$ cat src/rtl/v_lane_pkg.sv
// Shared types and helpers for the vector-lane write-back path.
// Holds the lane geometry, the collector FSM encoding, the write-buffer
// entry layout and a population-count helper.
package v_lane_pkg;

  localparam int unsigned OP_WIDTH        = 32;
  localparam int unsigned PARALLEL_IF_NUM = 4;
  localparam int unsigned P               = PARALLEL_IF_NUM;
  localparam int unsigned CNT_W           = 12;
  localparam int unsigned ADDR_W          = 10;
  localparam int unsigned DATA_W          = P * OP_WIDTH;

  typedef enum logic [1:0] {
    ST_IDLE  = 2'd0,
    ST_RUN   = 2'd1,
    ST_DRAIN = 2'd2
  } wb_state_e;

  typedef struct packed {
    logic [DATA_W-1:0] data;
    logic [P-1:0]      we;
    logic [ADDR_W-1:0] addr;
  } wb_entry_t;

  // Number of set bits in an interface-valid vector.
  function automatic logic [CNT_W-1:0] popcount(input logic [P-1:0] v);
    logic [CNT_W-1:0] n;
    n = '0;
    for (int i = 0; i < P; i++) n = n + CNT_W'(v[i]);
    return n;
  endfunction

endpackage

$ cat src/rtl/wb_fifo.sv
// Synchronous write-buffer FIFO with a registered head and registered
// occupancy / free counts.
// Ports:
//   clk, rst        clock, synchronous active-high reset
//   i_push, i_data  enqueue request and payload
//   i_pop           consumer takes the head this cycle (ignored when empty)
//   o_valid, o_data registered head (data is 0 while empty)
//   o_count, o_free registered occupancy and free entries
//   o_drop_c        combinational: push refused because the FIFO is full
module wb_fifo #(
  parameter  int unsigned WIDTH = 8,
  parameter  int unsigned DEPTH = 8,
  localparam int unsigned CW    = $clog2(DEPTH + 1)
) (
  input  logic             clk,
  input  logic             rst,
  input  logic             i_push,
  input  logic [WIDTH-1:0] i_data,
  input  logic             i_pop,
  output logic             o_valid,
  output logic [WIDTH-1:0] o_data,
  output logic [CW-1:0]    o_count,
  output logic [CW-1:0]    o_free,
  output logic             o_drop_c
);

  localparam int unsigned PW = (DEPTH > 1) ? $clog2(DEPTH) : 1;

  logic [WIDTH-1:0] r_mem [DEPTH];
  logic [PW-1:0]    r_wr_ptr;
  logic [PW-1:0]    r_rd_ptr;
  logic [CW-1:0]    r_count;
  logic [CW-1:0]    r_free;
  logic             r_valid;
  logic [WIDTH-1:0] r_head;

  logic             w_full;
  logic             w_pop;
  logic             w_wr;
  logic [CW-1:0]    w_count_nxt;
  logic [CW-1:0]    w_left;
  logic [PW-1:0]    w_rd_nxt;
  logic [WIDTH-1:0] w_head_nxt;

  function automatic logic [PW-1:0] ptr_inc(input logic [PW-1:0] p);
    return (p == PW'(DEPTH - 1)) ? '0 : p + PW'(1);
  endfunction

  // Occupancy update; a pop frees the slot a same-cycle push may reuse.
  always_comb begin
    w_full      = (r_count == CW'(DEPTH));
    w_pop       = i_pop && r_valid;
    w_wr        = i_push && (!w_full || w_pop);
    o_drop_c    = i_push && w_full && !w_pop;
    w_count_nxt = r_count + CW'(w_wr) - CW'(w_pop);
    w_left      = r_count - CW'(w_pop);
    w_rd_nxt    = w_pop ? ptr_inc(r_rd_ptr) : r_rd_ptr;
    // Head register is a copy of the oldest entry after this cycle.
    if (w_count_nxt == '0)   w_head_nxt = '0;
    else if (w_left == '0)   w_head_nxt = i_data;
    else                     w_head_nxt = r_mem[w_rd_nxt];
  end

  always_ff @(posedge clk) begin
    if (w_wr) r_mem[r_wr_ptr] <= i_data;
  end

  always_ff @(posedge clk) begin
    if (rst) begin
      r_wr_ptr <= '0;
      r_rd_ptr <= '0;
      r_count  <= '0;
      r_free   <= CW'(DEPTH);
      r_valid  <= 1'b0;
      r_head   <= '0;
    end else begin
      if (w_wr) r_wr_ptr <= ptr_inc(r_wr_ptr);
      r_rd_ptr <= w_rd_nxt;
      r_count  <= w_count_nxt;
      r_free   <= CW'(DEPTH) - w_count_nxt;
      r_valid  <= (w_count_nxt != '0);
      r_head   <= w_head_nxt;
    end
  end

  assign o_valid = r_valid;
  assign o_data  = r_head;
  assign o_count = r_count;
  assign o_free  = r_free;

endmodule

$ cat src/rtl/alu_result_collector.sv
// Write-back collector for the vector-lane ALU: gathers per-interface
// results (data mode) or compare bits packed into mask words (mask mode),
// buffers them and issues VRF writes at incrementing addresses.
// Ports:
//   clk, rst                        clock, synchronous active-high reset
//   start_i, vl_i, mask_mode_i,
//   waddr_base_i                    instruction launch (sampled in IDLE)
//   alu_data_i, alu_vld_i,
//   alu_mask_i                      ALU result interfaces
//   alu_accept_o                    room for a full ALU pipeline plus one
//   vrf_wvalid_o/wready_i/waddr_o/
//   wdata_o/we_o                    VRF write port
//   busy_o, done_o, overflow_o      status
module alu_result_collector
  import v_lane_pkg::*;
#(
  parameter int unsigned FIFO_DEPTH = 8,
  parameter int unsigned ALU_LAT    = 4
) (
  input  logic              clk,
  input  logic              rst,
  input  logic              start_i,
  input  logic [CNT_W-1:0]  vl_i,
  input  logic              mask_mode_i,
  input  logic [ADDR_W-1:0] waddr_base_i,
  input  logic [DATA_W-1:0] alu_data_i,
  input  logic [P-1:0]      alu_vld_i,
  input  logic [P-1:0]      alu_mask_i,
  output logic              alu_accept_o,
  output logic              vrf_wvalid_o,
  input  logic              vrf_wready_i,
  output logic [ADDR_W-1:0] vrf_waddr_o,
  output logic [DATA_W-1:0] vrf_wdata_o,
  output logic [P-1:0]      vrf_we_o,
  output logic              busy_o,
  output logic              done_o,
  output logic              overflow_o
);

  localparam int unsigned FCW     = $clog2(FIFO_DEPTH + 1);
  localparam int unsigned GRPS    = OP_WIDTH / P;
  localparam int unsigned GW      = (GRPS > 1) ? $clog2(GRPS) : 1;
  localparam int unsigned ENTRY_W = $bits(wb_entry_t);

  wb_state_e           r_state,    w_state_nxt;
  logic [CNT_W-1:0]    r_vl,       w_vl_nxt;
  logic                r_mode,     w_mode_nxt;
  logic [ADDR_W-1:0]   r_addr,     w_addr_nxt;
  logic [CNT_W-1:0]    r_cnt,      w_cnt_nxt;
  logic [OP_WIDTH-1:0] r_word,     w_word_nxt;
  logic [GW-1:0]       r_grp,      w_grp_nxt;
  logic                r_overflow, w_overflow_nxt;
  logic                r_done,     w_done_nxt;
  logic                r_busy,     w_busy_nxt;

  logic [CNT_W-1:0]    w_rem;
  logic [CNT_W-1:0]    w_seen;
  logic [P-1:0]        w_vld;
  logic                w_any;
  logic [CNT_W-1:0]    w_cnt_sum;
  logic                w_last;
  logic [OP_WIDTH-1:0] w_word;
  logic [DATA_W-1:0]   w_lane_data;
  logic                w_drained;

  wb_entry_t           w_push_entry;
  wb_entry_t           w_head;
  logic                w_push;
  logic                w_pop;
  logic                w_drop;
  logic                w_fifo_vld;
  logic [FCW-1:0]      w_fifo_cnt;
  logic [FCW-1:0]      w_fifo_free;

  wb_fifo #(
    .WIDTH (ENTRY_W),
    .DEPTH (FIFO_DEPTH)
  ) u_fifo (
    .clk      (clk),
    .rst      (rst),
    .i_push   (w_push),
    .i_data   (w_push_entry),
    .i_pop    (w_pop),
    .o_valid  (w_fifo_vld),
    .o_data   (w_head),
    .o_count  (w_fifo_cnt),
    .o_free   (w_fifo_free),
    .o_drop_c (w_drop)
  );

  // Keep only RUN-phase valid bits that still fit within vl, in lane order.
  always_comb begin
    w_rem  = r_vl - r_cnt;
    w_seen = '0;
    w_vld  = '0;
    for (int i = 0; i < P; i++) begin
      if (alu_vld_i[i]) begin
        w_seen = w_seen + CNT_W'(1);
        if ((r_state == ST_RUN) && (w_seen <= w_rem)) w_vld[i] = 1'b1;
      end
    end
  end

  // Group bookkeeping shared by both modes.
  always_comb begin
    w_any       = |w_vld;
    w_cnt_sum   = r_cnt + popcount(w_vld);
    w_last      = w_any && (w_cnt_sum == r_vl);
    w_word      = r_word | (OP_WIDTH'(alu_mask_i & w_vld) << (P * r_grp));
    w_lane_data = '0;
    for (int i = 0; i < P; i++) begin
      if (w_vld[i]) w_lane_data[i*OP_WIDTH +: OP_WIDTH] = alu_data_i[i*OP_WIDTH +: OP_WIDTH];
    end
    w_pop     = vrf_wvalid_o && vrf_wready_i;
    w_drained = (w_fifo_cnt == '0) || ((w_fifo_cnt == FCW'(1)) && w_pop);
  end

  // Next-state and push generation.
  always_comb begin
    w_state_nxt    = r_state;
    w_vl_nxt       = r_vl;
    w_mode_nxt     = r_mode;
    w_addr_nxt     = r_addr;
    w_cnt_nxt      = r_cnt;
    w_word_nxt     = r_word;
    w_grp_nxt      = r_grp;
    w_overflow_nxt = r_overflow;
    w_done_nxt     = 1'b0;
    w_push         = 1'b0;
    w_push_entry   = '0;

    case (r_state)
      ST_IDLE: begin
        if (start_i) begin
          w_vl_nxt       = vl_i;
          w_mode_nxt     = mask_mode_i;
          w_addr_nxt     = waddr_base_i;
          w_cnt_nxt      = '0;
          w_word_nxt     = '0;
          w_grp_nxt      = '0;
          w_overflow_nxt = 1'b0;
          w_state_nxt    = (vl_i == '0) ? ST_DRAIN : ST_RUN;
        end
      end
      ST_RUN: begin
        if (w_any) begin
          w_cnt_nxt = w_cnt_sum;
          if (!r_mode) begin
            w_push            = 1'b1;
            w_push_entry.data = w_lane_data;
            w_push_entry.we   = w_vld;
            w_push_entry.addr = r_addr;
          end else if ((r_grp == GW'(GRPS - 1)) || w_last) begin
            // Full or final partial mask word goes out in interface 0.
            w_push            = 1'b1;
            w_push_entry.data = DATA_W'(w_word);
            w_push_entry.we   = P'(1);
            w_push_entry.addr = r_addr;
            w_word_nxt        = '0;
            w_grp_nxt         = '0;
          end else begin
            w_word_nxt = w_word;
            w_grp_nxt  = r_grp + GW'(1);
          end
          if (w_last) w_state_nxt = ST_DRAIN;
        end
        if (w_push) w_addr_nxt = r_addr + ADDR_W'(1);
        if (w_drop) w_overflow_nxt = 1'b1;
      end
      ST_DRAIN: begin
        if (w_drained) begin
          w_done_nxt  = 1'b1;
          w_state_nxt = ST_IDLE;
        end
      end
      default: w_state_nxt = ST_IDLE;
    endcase

    w_busy_nxt = (w_state_nxt != ST_IDLE);
  end

  always_ff @(posedge clk) begin
    if (rst) begin
      r_state    <= ST_IDLE;
      r_vl       <= '0;
      r_mode     <= 1'b0;
      r_addr     <= '0;
      r_cnt      <= '0;
      r_word     <= '0;
      r_grp      <= '0;
      r_overflow <= 1'b0;
      r_done     <= 1'b0;
      r_busy     <= 1'b0;
    end else begin
      r_state    <= w_state_nxt;
      r_vl       <= w_vl_nxt;
      r_mode     <= w_mode_nxt;
      r_addr     <= w_addr_nxt;
      r_cnt      <= w_cnt_nxt;
      r_word     <= w_word_nxt;
      r_grp      <= w_grp_nxt;
      r_overflow <= w_overflow_nxt;
      r_done     <= w_done_nxt;
      r_busy     <= w_busy_nxt;
    end
  end

  // Accept only while a full ALU pipeline of results plus one more still fits.
  assign alu_accept_o = (w_fifo_free >= FCW'(ALU_LAT + 1));
  assign vrf_wvalid_o = w_fifo_vld;
  assign vrf_waddr_o  = w_head.addr;
  assign vrf_wdata_o  = w_head.data;
  assign vrf_we_o     = w_head.we;
  assign busy_o       = r_busy;
  assign done_o       = r_done;
  assign overflow_o   = r_overflow;

endmodule

$ cat config.mk
export PLATFORM = sky130hd
export DESIGN_NAME = alu_result_collector
export DESIGN_NICKNAME = d
export VERILOG_FILES = /design/src/rtl/v_lane_pkg.sv /design/src/rtl/wb_fifo.sv /design/src/rtl/alu_result_collector.sv
export SDC_FILE = /design/constraint.sdc
export NUM_CORES = 2
export LEC_CHECK = 0
export CORE_ASPECT_RATIO = 0.8
export CORE_UTILIZATION = 45
export CTS_BUF_LIST = sky130_fd_sc_hd__clkbuf_8 sky130_fd_sc_hd__clkbuf_16
export DETAILED_ROUTE_END_ITERATION = 10
export GPL_ROUTABILITY_DRIVEN = 1
export GPL_TIMING_DRIVEN = 0
export MAX_ROUTING_LAYER = met4
export PLACE_DENSITY = 0.75
export REMOVE_ABC_BUFFERS = 1
export SYNTH_ARGS = -nofsm -noshare
export SYNTH_HDL_FRONTEND = slang
export SYNTH_SLANG_ARGS = --single-unit
export TNS_END_PERCENT = 1
$ cat constraint.sdc
create_clock -name clk -period 30.1 [get_ports clk]
set_input_delay 4.515 -clock clk [delete_from_list [all_inputs] [get_ports clk]]
set_output_delay 4.515 -clock clk [all_outputs]
set_load 0.005 [all_outputs]
==> reports/metrics.yaml <==
run_status:
  status: "complete, but fails checks"
  failed_checks: "DRC"
place:
  buffer_ports.inserted: 309
  detailed_place_hpwl_mm: 96.2
  gp_routability_congestion: 0.829
  dpl_cell_area_sq_um: 63700
clock_tree:
  cts.path.max_buffers: 3
  numCtsBuffers: 137
  ctsHtreeMaxLevel: 4
  holdBufCountCts: 0
  insertion_delay_ps: 780
  cts_setup_buffers: 0
  cts.sink_count: 1367
  clockRootBuffer: "clkbuf_16"
  tritoncts: "built"
  cts_repair_resize_count: 0
  register_clock_pin_slew_on_the_reported_worst_setup_and_hold_paths_ps: 60
die:
  io_pins: 310
  die_y_microns: 318
  fp.dieW_microns: 397
  dieArea_sq_um: 126000
  start_util: 0.455
  num_rows: 115
  fp.coreArea_sq_um: 123000
logic_synthesis:
  synth.area.top_cells: "edfxtp_1, dfxtp_1, nand2_1"
  syn-cell-area_sq_um: 56200
  ys_async_sr_fraction: 0
  cell_count_after_synthesis: 4747
  synthFlopType: "edfxtp_1"
  count_of_flip_flops_with_a_built_in_enable_after_synthesis: 1136
  count_of_state_elements_after_synthesis: 1367
  avgSynthCellArea_sq_um: 11.8
  synth.lib_cells_used.distinct: 68
  synth_largest_type_area_fraction: 0.607
  ys_warn_count: 0
  synth_area_leader_cell: "edfxtp_1"
  proportion_of_synthesized_chip_area_in_sequential_cells: 0.689
power:
  power.leakage_uw: 0.0247
  power.share.combinational: 0.305
  switching_power_uw: 1900
  clock_power_share: 0.294
  cellPowerDensity_nw_per_um2: 86.2
  switching_share: 0.323
  irDropWorstVdd_uv: 55.2
  proportion_of_power_drawn_by_flip_flops_and_latches: 0.400
  power_report.internal_total_uw: 3980
timing:
  final.setup.tns_ps: 0
  rsz_0062_raised_after_global_routing: "no"
  slew_headroom: 0.0417
  max_clock_freq_ghz: 0.0709
  layout_worst_path_cycle_share: 0.469
  worst_pin_slew_ps: 1440
  timing.final.hold_violations: 0
  setup_viol: 0
  post-route-min-period_ps: 14110
  clock_skew_ps: 43.6
  max_slew_violations: 0
finish:
  final_area_sq_um: 68300
  drive_gt1_frac: 0.102
  finish.net_count: 5322
  synthToLayoutAreaGrowth_pct: 21.5
  utilization: 0.553
route:
  remaining_drc_errors: 19
  wl_per_cell_microns: 21.8
  total_number_of_vias: 39800
  avgViaCountPerCell: 5.79
  detail_route.first_pass.iterations: 10
  drt-initial-drc-count: 4353
  drt_antenna_net_count: 0
  detailed_route_wl_mm: 150
worst_setup_path:
  cp-end-kind: "register"
  cpMaxStageDelayCell: "nor4_2"
  worst-endpoint-arrival_ps: 14580
  worst_ep_required_time_ps: 30570
  critPathKind: "input pin to register"
  critPathLaunchType: "input pin"
  critical-path-max-stage-delay_ps: 970
  timing.reg2reg.setup_slack_ps: 19420
  worst_path_most_repeated_cell: "buf_4"
  worstPathMaxFanout: 25
run:
  maxCapViolCount: 0
global_route:
  grt_pass1_vias: 38400
  grt-ovfl-total: 0
  grt_first_pass_wirelength_mm: 229
  initial_antenna_violation_count: 1
  gr-usage-all-layers: 0.240
  grt_start_max_net_pins: 84
min_path:
  min-delay-path-class: "register to register"
[registers in the layout (all words and copies together), names as in the netlist]
name             cells
u_fifo.o_valid       1
u_fifo.o_data      142
u_fifo.o_count       3
u_fifo.r_rd_ptr      3
overflow_o           1
u_fifo.r_wr_ptr      3
r_state              2
r_word              32
r_addr              10
r_vl                12
r_grp                3
done_o               1
r_mode               1
r_cnt               12
u_fifo.o_free        4
u_fifo.r_mem      1136
busy_o               1
[power groups by stage]
stage	combinational [uW]	sequential, uW	clock, uW
after floorplan	1300	2440	0
after CTS	1790	2360	1760
after detailed placement	1780	2390	0
final	1800	2360	1730
after global routing	1950	2370	1840
after global placement	2300	2540	0
[worst paths after layout]
check | startpoint | cells after the start | to
max | alu_vld_i[0] | 30 | u_fifo.r_mem[1][101]$_DFFE_PP_
max reg2reg | r_cnt[6]$_SDFFE_PP0P_ | 29 | u_fifo.r_mem[1][101]$_DFFE_PP_
min reg2reg | r_word[20]$_SDFFE_PP0P_ | 2 | r_word[20]$_SDFFE_PP0P_
min | r_word[20]$_SDFFE_PP0P_ | 2 | r_word[20]$_SDFFE_PP0P_
[placed cells by master (no fill, tap or decap), types with 31 or more instances in the layout]
cell / netlist / final
buf_4: 0 / 124
and3_1: 192 / 192
nand2_1: 1232 / 1231
buf_12: 0 / 31
nor3_1: 130 / 127
o21ai_0: 70 / 69
buf_16: 0 / 37
nor2b_1: 39 / 39
and2_1: 76 / 76
nor2_1: 122 / 119
inv_1: 74 / 111
nand3_1: 327 / 327
a21oi_1: 144 / 142
clkbuf_16: 0 / 141
dfxtp_1: 231 / 230
clkdlybuf4s50_1: 0 / 308
edfxtp_1: 1136 / 1136
a311oi_1: 267 / 267
a32oi_1: 33 / 33
buf_6: 1 / 64
ha_1: 40 / 40
[stage by stage]
stage	hold slack [ps]	setup WS, ps	total power (uW)	instances
2_1_floorplan	444	736	3740	4393
3_3_place_gp	452	-19630	4830	6340
3_5_place_dp	460	15440	4170	6613
4_1_cts	469	16250	5910	6868
5_1_grt	493	15500	6150	6869
6_report	469	15990	5890	6869
[Yosys cell counts (5+ instances only)]
master / count
buf_1: 37
nor2b_1: 39
ha_1: 40
o211ai_1: 5
a21oi_1: 144
xor2_1: 9
nor4b_1: 5
mux2i_1: 21
and2_1: 76
edfxtp_1: 1136
and3_1: 192
or4_1: 9
a311oi_1: 267
or4_4: 9
buf_2: 14
nand2b_1: 12
dfxtp_1: 231
inv_1: 74
a41oi_1: 9
a31oi_1: 26
nor2_1: 122
nor3b_1: 12
nand3_1: 327
fa_1: 5
clkbuf_1: 302
a211oi_2: 9
a32oi_1: 33
nor3_1: 130
o21ai_0: 70
nand2_1: 1232
o21a_1: 21
or3_1: 11
xnor2_1: 20
nor4_1: 8
a211oi_1: 28
[critical path: cells and delay by family]
family	cells	cell delay (ps)
buf+inv	13	3320
simple gates	6	2770
fa+ha+maj	5	1900
compound gates	5	1790
xor+xnor	1	220
[metal layers]
layer  global-route usage  share of wire  vias to the layer above  wire, microns
met5                    -              0                        -              0
li1                     -              -                    18100              -
met3               0.0435          0.089                      286          13300
met1                0.328           0.42                    19500          62900
met4               0.0735          0.026                        0           3880
met2                0.367           0.47                     1888          69800
[final cells by class]
type / count / area, sq um
antenna: 1 / 2.50
clock buffer: 154 / 3710
clock inverter: 101 / 903
fill: 9835 / 55200
inverter: 74 / 278
multi-input combinational: 2952 / 16000
sequential: 1367 / 38700
tap: 1638 / 2050
timing repair buffer: 582 / 6640
[kinds of logic (layout without fill, tap and decap cells)]
kind of cell / count (synthesis) / in the layout / share of synthesized area
AO/OA/AOI/OAI: 644 / 644 / 0.0842
XOR/XNOR: 29 / 29 / 0.00452
adder cells (fa/ha/maj): 45 / 45 / 0.0107
buffers and inverters: 428 / 911 / 0.0290
flip-flops: 1367 / 1367 / 0.689
multiplexers: 24 / 24 / 0.00434
other: 1 / 2 / 0.0000667
AND/OR/NAND/NOR: 2209 / 2209 / 0.178
No activity file was read; power rests on OpenSTA's default activity.
